===== config.mk =====
export PLATFORM = sky130hd
export DESIGN_NAME = stopwatch_ctrl_flat
export DESIGN_NICKNAME = d
export VERILOG_FILES = /design/src/rtl/stopwatch_ctrl_if.sv /design/src/rtl/stopwatch_ctrl.sv /design/src/flat_wrapper.sv
export SDC_FILE = /design/constraint.sdc
export NUM_CORES = 1
export LEC_CHECK = 0
export BUFFER_PORTS_ARGS = -buffer_cell sky130_fd_sc_hd__buf_2
export CELL_PAD_IN_SITES_DETAIL_PLACEMENT = 1
export CELL_PAD_IN_SITES_GLOBAL_PLACEMENT = 1
export CORE_ASPECT_RATIO = 0.9
export CORE_MARGIN = 5
export CORE_UTILIZATION = 35
export DETAILED_ROUTE_END_ITERATION = 10
export PLACE_DENSITY_LB_ADDON = 0.1
export SYNTH_ARGS = -nofsm -noshare
export SYNTH_HDL_FRONTEND = slang
export SYNTH_SLANG_ARGS = --single-unit

===== constraint.sdc =====
create_clock -name clk -period 8 [get_ports clk]
set_clock_uncertainty 0.2 [all_clocks]
set_input_delay 1.2 -clock clk [delete_from_list [all_inputs] [get_ports clk]]
set_output_delay 1.2 -clock clk [all_outputs]
set_load 0.03 [all_outputs]

===== src/rtl/stopwatch_ctrl_if.sv =====
// stopwatch_ctrl_if: button levels in, six BCD digits and status flags out.
//   master: drives btn_start/btn_lap/btn_clear, observes disp_bcd/running/lap_frozen/ovf
//   slave : the controller side
interface stopwatch_ctrl_if;
  logic btn_start;
  logic btn_lap;
  logic btn_clear;
  logic [23:0] disp_bcd;
  logic running;
  logic lap_frozen;
  logic ovf;
  modport master(output btn_start, btn_lap, btn_clear, input disp_bcd, running, lap_frozen, ovf);
  modport slave(input btn_start, btn_lap, btn_clear, output disp_bcd, running, lap_frozen, ovf);
endinterface


===== src/rtl/stopwatch_ctrl.sv =====
// stopwatch_ctrl: RUN/PAUSE sequencer driving a cascaded MM:SS.cc BCD counter with lap freeze.
//   clk, rst : clock, asynchronous active-high reset
//   sw       : slave side of stopwatch_ctrl_if (buttons in; disp_bcd, running, lap_frozen, ovf out)
module stopwatch_ctrl #(
  parameter int CLK_HZ = 50000000,
  parameter int TICK_HZ = 100
) (
  input logic clk,
  input logic rst,
  stopwatch_ctrl_if.slave sw
);
  localparam int DIV = CLK_HZ / TICK_HZ;
  localparam int PW = $clog2(DIV);
  // per-digit terminal values, {min_t, min_u, sec_t, sec_u, cs_t, cs_u}
  localparam logic [23:0] LIM = 24'h595999;
  typedef enum logic [1:0] {IDLE, RUN, PAUSED} state_e;
  state_e st_q, st_d;
  logic [2:0] btn_q, edg;
  logic [PW-1:0] pre_q, pre_d;
  logic [23:0] cnt_q, cnt_d, cnt_inc, lap_q, lap_d, disp_q;
  logic lf_q, lf_d, ovf_q, ovf_d, run_q, tick, wrap, cy;
  assign edg = {sw.btn_clear, sw.btn_start, sw.btn_lap} & ~btn_q;
  assign tick = st_q == RUN && pre_q == PW'(DIV - 1);
  // ripple the carry digit by digit; a carry out of the top digit is the 59:59.99 wrap
  always_comb begin
    cy = 1'b1;
    cnt_inc = cnt_q;
    for (int i = 0; i < 6; i++) begin
      if (cy) cnt_inc[4*i+:4] = cnt_q[4*i+:4] == LIM[4*i+:4] ? 4'd0 : cnt_q[4*i+:4] + 4'd1;
      cy = cy & (cnt_q[4*i+:4] == LIM[4*i+:4]);
    end
    wrap = cy;
  end
  // clear beats start beats lap; a clear in RUN is ignored but still swallows the others
  always_comb begin
    st_d = st_q;
    pre_d = st_q == RUN ? (tick ? '0 : pre_q + PW'(1)) : pre_q;
    cnt_d = tick ? cnt_inc : cnt_q;
    ovf_d = ovf_q | (tick & wrap);
    lap_d = lap_q;
    lf_d = lf_q;
    if (edg[2]) begin
      if (st_q != RUN) begin
        st_d = IDLE;
        pre_d = '0;
        cnt_d = '0;
        lap_d = '0;
        lf_d = 1'b0;
        ovf_d = 1'b0;
      end
    end else if (edg[1]) begin
      st_d = st_q == RUN ? PAUSED : RUN;
    end else if (edg[0]) begin
      if (st_q == RUN && !lf_q) begin
        lap_d = cnt_q;
        lf_d = 1'b1;
      end else if (st_q != IDLE) begin
        lf_d = 1'b0;
      end
    end
  end
  always_ff @(posedge clk or posedge rst) begin
    if (rst) begin
      st_q <= IDLE;
      btn_q <= '0;
      pre_q <= '0;
      cnt_q <= '0;
      lap_q <= '0;
      lf_q <= 1'b0;
      ovf_q <= 1'b0;
      disp_q <= '0;
      run_q <= 1'b0;
    end else begin
      st_q <= st_d;
      btn_q <= {sw.btn_clear, sw.btn_start, sw.btn_lap};
      pre_q <= pre_d;
      cnt_q <= cnt_d;
      lap_q <= lap_d;
      lf_q <= lf_d;
      ovf_q <= ovf_d;
      disp_q <= lf_d ? lap_d : cnt_d;
      run_q <= st_d == RUN;
    end
  end
  assign sw.disp_bcd = disp_q;
  assign sw.running = run_q;
  assign sw.lap_frozen = lf_q;
  assign sw.ovf = ovf_q;
endmodule


===== src/flat_wrapper.sv =====
// flat-port wrapper written by rule: the top's interface ports become plain ports
module stopwatch_ctrl_flat 
#(
  parameter int CLK_HZ = 50000000,
  parameter int TICK_HZ = 100
)
  (clk, rst, sw_btn_start, sw_btn_lap, sw_btn_clear, sw_disp_bcd, sw_running, sw_lap_frozen, sw_ovf);
  stopwatch_ctrl_if sw_i ();
  input logic clk;
  input logic rst;
  input wire logic [$bits(sw_i.btn_start)-1:0] sw_btn_start;
  input wire logic [$bits(sw_i.btn_lap)-1:0] sw_btn_lap;
  input wire logic [$bits(sw_i.btn_clear)-1:0] sw_btn_clear;
  output wire logic [$bits(sw_i.disp_bcd)-1:0] sw_disp_bcd;
  output wire logic [$bits(sw_i.running)-1:0] sw_running;
  output wire logic [$bits(sw_i.lap_frozen)-1:0] sw_lap_frozen;
  output wire logic [$bits(sw_i.ovf)-1:0] sw_ovf;
  assign sw_i.btn_start = sw_btn_start;
  assign sw_i.btn_lap = sw_btn_lap;
  assign sw_i.btn_clear = sw_btn_clear;
  assign sw_disp_bcd = sw_i.disp_bcd;
  assign sw_running = sw_i.running;
  assign sw_lap_frozen = sw_i.lap_frozen;
  assign sw_ovf = sw_i.ovf;
  stopwatch_ctrl #(.CLK_HZ(CLK_HZ), .TICK_HZ(TICK_HZ)) u_core (.clk(clk), .rst(rst), .sw(sw_i));
endmodule

==> results_dict.tcl <==
set metrics [dict create \
    gr-total-overflow 0 \
    hold_slack_ps 297 \
    path_clk_slew_ps 70 \
    cts_tree "built" \
    place_hpwl_mm 8.55 \
    cp_slowest_stage_delay_ps 770 \
    routabilityCongestion 0.769 \
    grt_use_met3 0.0341 \
    io_buffers 31 \
    grt_busiest_layer "met2" \
    clock-root-buffer "clkbuf_16" \
    hp-class "register to register" \
    cp-end-kind "register" \
    start_kind "register" \
    clock_latency_ps 350 \
    drc 0 \
    max_cap_viol_count 0 \
    dr.pass1.iters 4 \
    h-tree-depth 3 \
    yosys.cell_types.count 58 \
    clk_path_buf_depth 2 \
    finalCoreUtilization 0.400 \
    r2r-start "u_core.pre_q[5]" \
    min_from "u_core.lap_q[15]" \
    grt_max_degree 82 \
    drv_slew 0 \
    worstPathArrival_ps 3540 \
    required_ps 8040 \
    synth_edf_count 0 \
    period_minus_slack_ps 3500 \
    syn-cell-area_um2 4760 \
    synth.avg_cell_area_um2 9.81 \
    max_freq_mhz 286 \
    core.rowCount 40 \
    final_common_cell "dfrtp_1" \
    antenna_found_initial 0 \
    dr_total_vias 3695 \
    ant_nets 0 \
    crit_type "register to register" \
    grt_pass1_vias 3820 \
    dieHeight_um 121 \
    peakVddDrop_mv 0.138 \
    ys_warn_count 0 \
    cts_setup_buffers 0 \
    grt_pass1_wl_mm 21.1 \
    cts_hold_buf 0 \
    ctsResizeCount 0 \
    relSlewSlack 0.233 \
    syn_nets 491 \
    use_met1 0.243 \
    timing.rr.end "u_core.sw.disp_bcd[0]" \
    track_usage 0.167 \
    crit_fanout 19 \
    r2r_slack_ps 4500 \
    cts_made_buffers 9 \
    crit_chain "or4_1 > or4_1 > o21ai_2 > o21ai_0 > mux2_2" \
    setup_viol 0 \
    clkSinkCount 99 \
    period_share 0.437 \
    wl_per_cell_um 18.8 \
    dieArea_um2 16000 \
    final_cell_mix "dfrtp_1 (99), nor2_1 (52), nand2_1 (50)" \
    synth-seq-cells 99 \
    dieWidth_um 133 \
    coreArea_um2 13400 \
    rr_worst_depth 5 \
    initial_utilization 0.356 \
    vias_per_cell 5.47 \
    tightest_slew_ps 1140 \
    syn_inst 485 \
    status "completed" \
    path_common_cell "or4_1" \
    p_leak_nw 2.45 \
    slowest_stage "or4_1" \
    yosysTopAreaCell "dfrtp_1" \
    synth-main-ff-cell "dfrtp_1" \
    ys_async_sr_fraction 1.00 \
    finalNetCount 509 \
    drive_above_1_share 0.126 \
    seq_area_frac_synth 0.521 \
    powerDensity_nw_per_um2 223 \
    grt_use_met2 0.251 \
    area_growth_pct 12.4 \
    min_path_cells 2 \
    antenna_cells 0 \
    worstHoldEndpoint "u_core.lap_q[15]" \
    hold_violations 0 \
    rsz0062_at_grt "false" \
    ys_top_cells_by_area "dfrtp_1 (52%), nor2_1 (4.2%), nand2_1 (3.9%), nand3_1 (3.6%), xnor2_1 (2.6%)" \
    fin_tns_setup_ps 0 \
    first_iter_violations 185 \
    wl_mm 12.7 \
    ioPinCount 32 \
    synth_top_area_share 0.521 \
]
Yosys cell counts (4+ instances only):
cell type,n
or3_1,4
nor4_1,10
mux2i_1,12
nand2b_1,6
xor2_1,14
nor3_1,7
o41a_1,4
a22oi_1,5
dfrtp_1,99
nand2_1,50
nor2b_1,8
nor4bb_1,6
o41ai_1,4
nor2_1,53
a22o_1,4
inv_1,15
nand4_1,15
clkbuf_1,23
xnor2_1,14
o21ai_0,18
a21oi_1,11
nor3b_1,4
o211ai_1,5
and3_1,7
nand3_1,34
stage by stage:
step	instances	cell area, um2	setup slack [ps]	total power (W)
floorplan	485	4760	4010	0.000695
global placement	660	5050	4250	0.000761
detailed placement	660	5050	4180	0.000764
CTS	676	5350	4450	0.00121
global route	676	5350	4240	0.00125
finish	676	5350	4500	0.00119
where the power goes:
group          internal (W)  total, W  switching [W]
logic             0.0000536  0.000197       0.000143
registers          0.000533  0.000556      0.0000229
clock network      0.000249  0.000438       0.000189
total              0.000836   0.00119       0.000355
flip-flops by register name, indices dropped and copies added (netlist names):
register              flops
u_core.pre_q             19
u_core.sw.lap_frozen      1
u_core.st_q               2
u_core.btn_q              3
u_core.sw.ovf             1
u_core.cnt_q             24
u_core.lap_q             24
u_core.sw.running         1
u_core.sw.disp_bcd       24
logic make-up (layout without fill, tap and decap cells):
logic type               count (synthesis)  count (layout)  synth area share
XOR/XNOR                                28              28            0.0515
AND/OR/NAND/NOR                        222             222             0.243
adder cells (fa/ha/maj)                  1               1           0.00263
buffers and inverters                   45              68            0.0363
multiplexers                            15              15            0.0323
AO/OA/AOI/OAI                           75              75             0.114
flip-flops                              99              99             0.521
worst max-delay path by stage:
stage / startpoint / end / slack, ps / cells past startpoint
2_1_floorplan: rst / u_core.btn_q[0] / 4010 / 1
3_3_place_gp: sw_btn_clear / u_core.sw.disp_bcd[0] / 4250 / 6
3_5_place_dp: sw_btn_clear / u_core.sw.disp_bcd[0] / 4180 / 6
4_1_cts: u_core.pre_q[5] / u_core.sw.disp_bcd[0] / 4450 / 5
5_1_grt: u_core.pre_q[5] / u_core.sw.disp_bcd[0] / 4240 / 5
6_report: u_core.pre_q[5] / u_core.sw.disp_bcd[0] / 4500 / 5
layer usage:
layer  share of wire  wire [um]
met1            0.52       6580
met5               0          0
met2            0.44       5610
met3           0.032        404
met4           0.012        151
worst max-delay path: cells and delay by family (launching register included):
family / cells / cell delay [ps]
simple gates: 2 / 1330
flops: 1 / 460
compound gates: 2 / 1060
mux: 1 / 330
area by class of cell:
type                            count  area [um2]
Inverter                           16        62.6
Timing Repair Buffer               36         193
Fill cell                        1491        8010
Sequential cell                    99        2480
Clock inverter                      5        52.6
Tap cell                          168         210
Multi-Input combinational cell    341        2110
Clock buffer                       11         243
No activity file was read; power rests on OpenSTA's default activity.
